`src/rtl/mips_dcache.sv`:
```
// mips_dcache: direct-mapped, one-word-line, write-back/write-allocate data cache
// with a fixed-latency memory port and saturating hit/miss counters.
module mips_dcache #(
  parameter int LINES   = 8,
  parameter int MEM_LAT = 4,
  parameter int CNT_W   = 16
) (
  input  logic             clk,
  input  logic             rst_b,
  input  logic             req_valid,
  input  logic             req_write,
  input  logic [31:0]      req_addr,
  input  logic [31:0]      req_wdata,
  input  logic [3:0]       req_be,
  input  logic             inv,
  output logic             req_ready,
  output logic             resp_valid,
  output logic [31:0]      resp_rdata,
  output logic [31:0]      mem_addr,
  output logic [31:0]      mem_wdata,
  output logic             mem_we,
  input  logic [31:0]      mem_rdata,
  output logic [CNT_W-1:0] hit_cnt,
  output logic [CNT_W-1:0] miss_cnt
);
  localparam int IDX = $clog2(LINES);
  localparam int TW  = 30 - IDX;
  localparam int CW  = $clog2(MEM_LAT + 1);
  typedef enum logic [1:0] {IDLE, WRITEBACK, FILL, RESPOND} state_t;
  state_t           state_q, state_d;
  logic [CW-1:0]    cnt_q, cnt_d;
  logic [LINES-1:0] valid_q, dirty_q;
  logic [TW-1:0]    tag_q [LINES];
  logic [31:0]      data_q [LINES];
  logic [31:2]      addr_q;
  logic [31:0]      wdata_q, rdata_q, wd, base, merged;
  logic [3:0]       be_q, be;
  logic             write_q, store, idle, accept, hit, last, line_we;
  logic [31:2]      a;
  logic [IDX-1:0]   idx;
  logic [TW-1:0]    tag;
  logic [CNT_W-1:0] hit_q, miss_q;
  logic             unused_addr;
  assign unused_addr = ^req_addr[1:0];
  // In IDLE the live request is decoded so hits complete without a latch stage.
  assign idle   = state_q == IDLE;
  assign a      = idle ? req_addr[31:2] : addr_q;
  assign wd     = idle ? req_wdata : wdata_q;
  assign be     = idle ? req_be : be_q;
  assign store  = idle ? req_write : write_q;
  assign idx    = a[IDX+1:2];
  assign tag    = a[31:IDX+2];
  assign hit    = valid_q[idx] && tag_q[idx] == tag;
  assign accept = rst_b && idle && req_valid && !inv;
  assign last   = cnt_q == '0;
  assign base   = state_q == FILL ? mem_rdata : data_q[idx];
  assign req_ready  = accept;
  assign resp_valid = state_q == RESPOND;
  assign resp_rdata = rdata_q;
  assign hit_cnt    = hit_q;
  assign miss_cnt   = miss_q;
  always_comb begin
    merged = base;
    for (int i = 0; i < 4; i++) if (store && be[i]) merged[8*i +: 8] = wd[8*i +: 8];
  end
  always_comb begin
    state_d   = state_q;
    cnt_d     = last ? cnt_q : cnt_q - 1'b1;
    line_we   = 1'b0;
    mem_addr  = '0;
    mem_wdata = '0;
    mem_we    = 1'b0;
    case (state_q)
      IDLE: if (accept) begin
        state_d = hit ? RESPOND : (valid_q[idx] && dirty_q[idx]) ? WRITEBACK : FILL;
        cnt_d   = CW'(MEM_LAT - 1);
        line_we = hit && store;
      end
      WRITEBACK: begin
        mem_addr  = {tag_q[idx], idx, 2'b00};
        mem_wdata = data_q[idx];
        mem_we    = last;
        state_d   = last ? FILL : WRITEBACK;
        cnt_d     = last ? CW'(MEM_LAT - 1) : cnt_d;
      end
      FILL: begin
        mem_addr = {tag, idx, 2'b00};
        line_we  = last;
        state_d  = last ? RESPOND : FILL;
      end
      default: state_d = IDLE;
    endcase
  end
  always_ff @(posedge clk or negedge rst_b) begin
    if (!rst_b) begin
      state_q <= IDLE;
      cnt_q   <= '0;
      valid_q <= '0;
      dirty_q <= '0;
      addr_q  <= '0;
      wdata_q <= '0;
      be_q    <= '0;
      write_q <= 1'b0;
      rdata_q <= '0;
      hit_q   <= '0;
      miss_q  <= '0;
    end else begin
      state_q <= state_d;
      cnt_q   <= cnt_d;
      if (idle && inv) begin
        valid_q <= '0;
        dirty_q <= '0;
      end else if (line_we) begin
        valid_q[idx] <= 1'b1;
        dirty_q[idx] <= store;
      end
      if (accept) begin
        addr_q  <= req_addr[31:2];
        wdata_q <= req_wdata;
        be_q    <= req_be;
        write_q <= req_write;
        hit_q   <= hit_q + CNT_W'(hit && hit_q != '1);
        miss_q  <= miss_q + CNT_W'(!hit && miss_q != '1);
      end
      if (!store && ((accept && hit) || (state_q == FILL && last))) rdata_q <= base;
    end
  end
  always_ff @(posedge clk) begin
    if (line_we) begin
      tag_q[idx]  <= tag;
      data_q[idx] <= merged;
    end
  end
endmodule

```
`config.mk`:
```
export PLATFORM = sky130hd
export DESIGN_NAME = mips_dcache
export DESIGN_NICKNAME = d
export VERILOG_FILES = /design/src/rtl/mips_dcache.sv
export SDC_FILE = /design/constraint.sdc
export NUM_CORES = 1
export LEC_CHECK = 0
export BUFFER_PORTS_ARGS = -buffer_cell sky130_fd_sc_hd__buf_4
export CAP_MARGIN = 15
export CELL_PAD_IN_SITES_DETAIL_PLACEMENT = 0
export CELL_PAD_IN_SITES_GLOBAL_PLACEMENT = 1
export CORE_ASPECT_RATIO = 1.25
export CORE_MARGIN = 10
export CORE_UTILIZATION = 43
export CTS_CLUSTER_DIAMETER = 50
export DETAILED_ROUTE_END_ITERATION = 7
export PLACE_DENSITY = 0.74
export SLEW_MARGIN = 20
export SYNTH_ARGS = -nofsm -noshare
export SYNTH_HDL_FRONTEND = slang
export SYNTH_SLANG_ARGS = --single-unit
```
`constraint.sdc`:
```
create_clock -name clk -period 12.9 [get_ports clk]
set_clock_uncertainty 0.2 [all_clocks]
set_input_delay 2.58 -clock clk [delete_from_list [all_inputs] [get_ports clk]]
set_output_delay 2.58 -clock clk [all_outputs]
set_load 0.005 [all_outputs]
```
Yosys cells after proc, flatten, opt, wreduce, memory -nomap -nowiden
Memory sizes are Yosys's and may differ from the RTL's.
Cells that the tools add are included.
W data, S select, Z words.
{"block": "word_totals", "word_cells": 87, "output_inout_bits": 131, "ff_bits": 152, "input_bits": 105, "memories": 2, "mem_bits_rw": 472}
{"block": "classes", "n_addsub": 3, "n_mux": 37, "bitwise_logic": 1, "order_cmp": 2, "n_eq_ne": 7, "n_reduce_logical": 24}
{"memory": "data_q", "depth": 8, "word_bits": 32, "read_ports": 1, "rd_clocked_by_memory_dff": 0, "wr": 1, "line": "34", "rtl": "logic [31:0] data_q [LINES];"}
{"memory": "tag_q", "depth": 8, "word_bits": 27, "read_ports": 1, "rd_clocked_by_memory_dff": 0, "wr": 1, "line": "33", "rtl": "logic [TW-1:0] tag_q [LINES];"}
{"operator": "$mux W32", "count": 3}
{"operator": "$mux W8", "count": 8}
{"operator": "$pmux W32 S2", "count": 1}
{"operator": "$add A16 B1 Y16", "count": 2}
{"operator": "$ne A16 B16 Y1 const B", "count": 2}
{"operator": "$mux W30", "count": 1}
{"operator": "$eq A27 B27 Y1", "count": 1}
{"operator": "$logic_and A1 B1 Y1", "count": 17}
{"operator": "$mux W1", "count": 9}
{"operator": "$mux W3", "count": 3}
{"operator": "$bwmux W8", "count": 1}
{"operator": "$mux W2", "count": 4}
{"operator": "$or A8 B8 Y8", "count": 1}
{"operator": "$bmux W1 S3", "count": 2}
{"operator": "$pmux W2 S3", "count": 1}
{"operator": "$pmux W3 S2", "count": 1}
{"operator": "$eq A2 B2 Y1 const B", "count": 2}
{"operator": "$lt A3 B4 Y1 const B", "count": 1}
{"operator": "$mux W4", "count": 1}
{"operator": "$demux W1 S3", "count": 1}
{"operator": "$ge A3 B1 Y1 const B", "count": 1}
{"operator": "$logic_not A1 Y1", "count": 3}
{"operator": "$logic_not A3 Y1", "count": 1}
{"operator": "$sub A3 B1 Y3 const B", "count": 1}
{"operator": "other kinds (6)", "count": 6}

Longest topological paths before layout
{"block": "logic_depth", "word_depth": 10, "ltp_mapped": 20, "depth_no_buf": 16}

Worst setup path after synthesis
No wires, ideal clock.
{"block": "synth_path", "kind": "input -> register", "startpoint": "input req_addr[4]", "endpoint": "memory data_q[0][0] (enable)", "n_path_buf": 5, "setup_ps": 497, "path_stages": 13, "path_slack_ps": 4587, "arrival_time_ps": 7616, "cell_sequence": "buf_2 > nor3b_2 > or2_1 > buf_4 > buf_6 > a32oi_1 > nand4_1 > a2111o_1 > buf_2 > nor2_1 > nand4_2 > buf_2 > o22ai_1"}
{"block": "synth_between", "elab_chain_cells": 9, "word_cells_on_any_way": 11, "classes_between": "eq/ne: 1; mux: 7; reduce/logical: 2; memory: 1"}
{"element": "from (decl)", "line": "12", "rtl": "input logic [31:0] req_addr,"}
{"element": "$mux W30 *", "line": "47", "rtl": "assign a = idle ? req_addr[31:2] : addr_q;"}
{"element": "$mem_v2 Z8 W27 or $bmux W1 S3 (tied branches)"}
{"element": "$eq A27 B27 Y1 or $mux W1 (tied branches)", "line": "53", "rtl": "assign hit = valid_q[idx] && tag_q[idx] == tag;"}
{"element": "$logic_and A1 B1 Y1", "line": "53"}
{"element": "$logic_and A1 B1 Y1", "line": "77", "rtl": "line_we = hit && store;"}
{"element": "$mux W1", "line": "74", "rtl": "IDLE: if (accept) begin"}
{"element": "$pmux W1 S2", "line": "73", "rtl": "case (state_q)"}
{"element": "$mux W1", "line": "129", "rtl": "if (line_we) begin"}
{"element": "$mux W1 (implied by the code)", "line": "131", "rtl": "data_q[idx] <= merged;"}
{"element": "to (decl)", "line": "34"}
Mark *: on every way between the ends. The rest lies on a longest branch, timed or not. The select of a mux whose other input is x is not followed.

Worst setup path in the final report
{"block": "layout_path", "startpoint": "input req_addr[2]", "endpoint": "output mem_wdata[24]"}
{"block": "layout_between", "elab_chain_cells": 3}
{"element": "$mux W30", "line": "47"}
{"element": "$mem_v2 Z8 W32"}
{"element": "$mux W32", "line": "73"}
{"element": "to (decl)", "line": "20", "rtl": "output logic [31:0] mem_wdata,"}
No other way between the ends.

==> impl_metrics.toml <==
[synthesis]
synth_seq_area_share_pct = 64.2
ys_seq_elements = 624
syn_avg_cell_area_sq_um = 12.4
synthTopCellsByCount = "472 x edfxtp_1, 433 x nand2_1, 152 x dfrtp_1"
ys.flop_type = "edfxtp_1"
synth_top_cell_area_share_pct = 50.6
synthArstFlopShare_pct = 24.4
synth_area_sq_um = 28000
post-synth-top-count-cell = "edfxtp_1"
synth_edf_count = 472
synth_area_leaders = "edfxtp_1 51%, dfrtp_1 14%, nand2_1 5.8%"
yosysTopAreaCell = "edfxtp_1"
yosysWarningCount = 0
synthCells = 2264
synthDistinctLibCells = 78

[global_routing]
grt_max_degree = 67
busiest_layer = "met2"
use_met2_pct = 39.8
overflow = 0
antenna_found_initial = 3
met3_usage_pct = 4.69
grt_pass1_wl_um = 135000
grt_use_total_pct = 23.6
grt_util_met1_pct = 29.3
grt_pass1_vias = 20900

[sta]
max_freq_mhz = 118
tns_ns = 0
whs_ns = 0.264
relSlewSlack_pct = 24.2
layout_setup_ws_ns = 4.40
fin_crit_ns = 8.50
rsz0062_at_grt = "no"
worstMarginPinSlew_ns = 1.13
period_share_pct = 65.9
finalMaxSlewViolations = 0
setup_viol = 0
hold_viol = 0

[pwr]
power_leakage_nw = 12.3
max-vdd-ir-drop_mv = 0.130
power_density_nw_per_um2 = 245

[place]
placed_cells = 3233
pre_cts_ws_ns = 3.91
gp_congestion = 0.833
hpwlAfterDp_um = 55600
io_buffers = 231

[finish]
drive_above_1_share_pct = 18.9
stdcell_count = 3367
fin_nets = 2577
syn_to_final_growth_pct = 18.0
fill_cells = 5545

[floorplanning]
io_pins = 236
coreArea_sq_um = 64400
rows = 104
start_util_pct = 43.4
die_w_um = 248
dieArea_sq_um = 75800
die_h_um = 305

[run]
maxCapViolations = 0

[clock_network]
clk_latency_ns = 0.63
tritoncts = "built"
clockBufferDepth = 3
cts_max_level = 3
cts_hold_buf = 0
cts_buffers = 72
clk_pin_slew_ns = 0.06
postCtsSetupBuffers = 0
post_cts_resized = 0
cts.sinks = 624
root_buffer = "clkbuf_16"

[min_path]
hold_path.class = "register to register"
hold_end = "wdata_q[26]$_DFFE_PN0P_"
holdPathStages = 2
min_from = "wdata_q[26]$_DFFE_PN0P_"

[drt]
drt_iter0_drc = 1757
vias_per_cell = 6.13
vias = 20600
post_drt_wl_per_cell_um = 27.0
drt_pass1_iterations = 7
route.detailed.drc = 0
ant_nets = 0
wl_um = 90800

[worst_setup_path]
reg2reg_from = "state_q[0]$_DFFE_PN0P_"
start_kind = "primary input"
crit_path_max_fanout = 66
end_kind = "primary output"
worst-r2r-setup-slack_ns = 4.69
cpMaxStageDelayCell = "o21a_2"
crit_family = "compound AO/OA/AOI/OAI gates"
crit_arrival_ns = 5.72
cp.required_ns = 10.12
crit_path_max_incr_delay_ns = 0.89
setup.worst_path.class = "primary input to primary output"
reg2reg_depth = 14
crit_buf_inv = 3
path_cells = "buf_4, mux2i_4, buf_4, o21a_2, a222oi_1, nor2b_1, nor2_1, buf_4"
r2r-end = "tag_q[4][15]$_DFFE_PP_"
cp_common_cell = "buf_4"

[status]
status = "completed"
-- flip-flops by register name (all words and copies together) (netlist names) --
name and count:
wdata_q 32, valid_q 8, write_q 1, hit_cnt 16, cnt_q 3, tag_q 216
data_q 256, state_q 2, be_q 4, addr_q 30, miss_cnt 16, dirty_q 8
resp_rdata 32
-- routing by layer --
metal | up-vias | wire length [um]
met5 | - | 23
met4 | 4 | 2980
met3 | 187 | 7330
met2 | 980 | 45100
met1 | 10400 | 35400
li1 | 9065 | -
-- worst reg2reg max path, cell delays in order, from the launching register on --
cell,delay (ns)
dfrtp_1,0.43
inv_1,0.16
ha_4,0.52
buf_4,0.60
mux2_4,0.86
buf_4,0.84
mux2i_1,0.27
a32oi_1,0.27
a21boi_0,0.24
nor4_1,0.26
and4_1,0.22
buf_4,0.45
nand4_2,0.77
o22ai_4,0.90
buf_4,0.82
-- metrics by stage --
step / area (sq um) / total power, mW / util (%)
global route: 33000 / 8.48 / 51.3
CTS: 33000 / 8.11 / 51.3
global placement: 30600 / 5.96 / 47.5
finish: 33000 / 8.09 / 51.3
detailed placement: 30600 / 6.04 / 47.6
floorplan: 28000 / 4.85 / -
-- worst max-delay path by stage --
stage	startpoint	to	slack [ns]	cells after the start
2_1_floorplan	req_addr[4]	data_q[0][0]$_DFFE_PP_	4.59	13
3_3_place_gp	req_addr[2]	tag_q[1][6]$_DFFE_PP_	3.73	12
3_5_place_dp	req_addr[2]	tag_q[4][11]$_DFFE_PP_	3.91	12
4_1_cts	req_addr[2]	mem_wdata[4]	4.46	8
5_1_grt	req_addr[2]	tag_q[4][15]$_DFFE_PP_	4.13	12
6_report	req_addr[2]	mem_wdata[24]	4.40	8
-- cell families (layout without fill, tap and decap cells) --
kind of cell               count (synthesis)  after routing  synth area share, %
and+or+nand+nor                          806            806                 13.9
DFF                                      624            624                 64.2
AOI/OAI and AO/OA                        451            451                 11.9
buffers and inverters                    202            455                 3.25
muxes                                    139            139                 5.20
xor gates and xnor gates                  28             28                0.876
adders and majority gates                 13             13                0.581
other                                      1              3               0.0134
-- final cells by class --
| class | count | area (sq um) | area share (%) |
|---|---|---|---|
| Sequential cell | 624 | 18000 | 54.4 |
| Inverter | 36 | 136 | 0.413 |
| Timing Repair Buffer | 286 | 2170 | 6.57 |
| Antenna cell | 1 | 2.50 | 0.00758 |
| Tap cell | 848 | 1060 | 3.21 |
| Clock inverter | 39 | 427 | 1.29 |
| Clock buffer | 94 | 1960 | 5.93 |
| Multi-Input combinational cell | 1439 | 9290 | 28.1 |
-- power breakdown --
group	internal, mW	switching (mW)	total [mW]
Combinational	0.991	2.14	3.13
Sequential	2.77	0.131	2.90
Clock	1.21	0.855	2.06
Total	4.97	3.13	8.09
-- placed cells by master, fill, tap and decap left out, types with 11 or more instances in the layout --
cell | netlist | routed
a221oi_1 | 20 | 20
clkbuf_16 | 0 | 74
nor3_1 | 28 | 28
o21ai_0 | 46 | 46
o2111ai_1 | 13 | 13
clkbuf_1 | 101 | 17
nor4_1 | 44 | 43
inv_1 | 35 | 34
o22ai_1 | 25 | 17
a32o_1 | 13 | 13
mux2i_1 | 96 | 96
a22oi_1 | 49 | 49
dfrtp_1 | 152 | 152
nand3_1 | 29 | 28
buf_4 | 16 | 284
a32oi_1 | 55 | 55
mux2_2 | 42 | 41
nor2b_1 | 33 | 32
a21oi_1 | 54 | 51
nand4b_1 | 11 | 11
nand4_1 | 82 | 82
o211ai_1 | 63 | 63
nor2_1 | 49 | 47
o221ai_1 | 11 | 11
and2_1 | 23 | 23
nand2_1 | 433 | 433
xnor2_1 | 20 | 20
and3_1 | 19 | 19
edfxtp_1 | 472 | 472
o21a_1 | 14 | 13
Note: power is estimated with default switching activity, not from simulation.
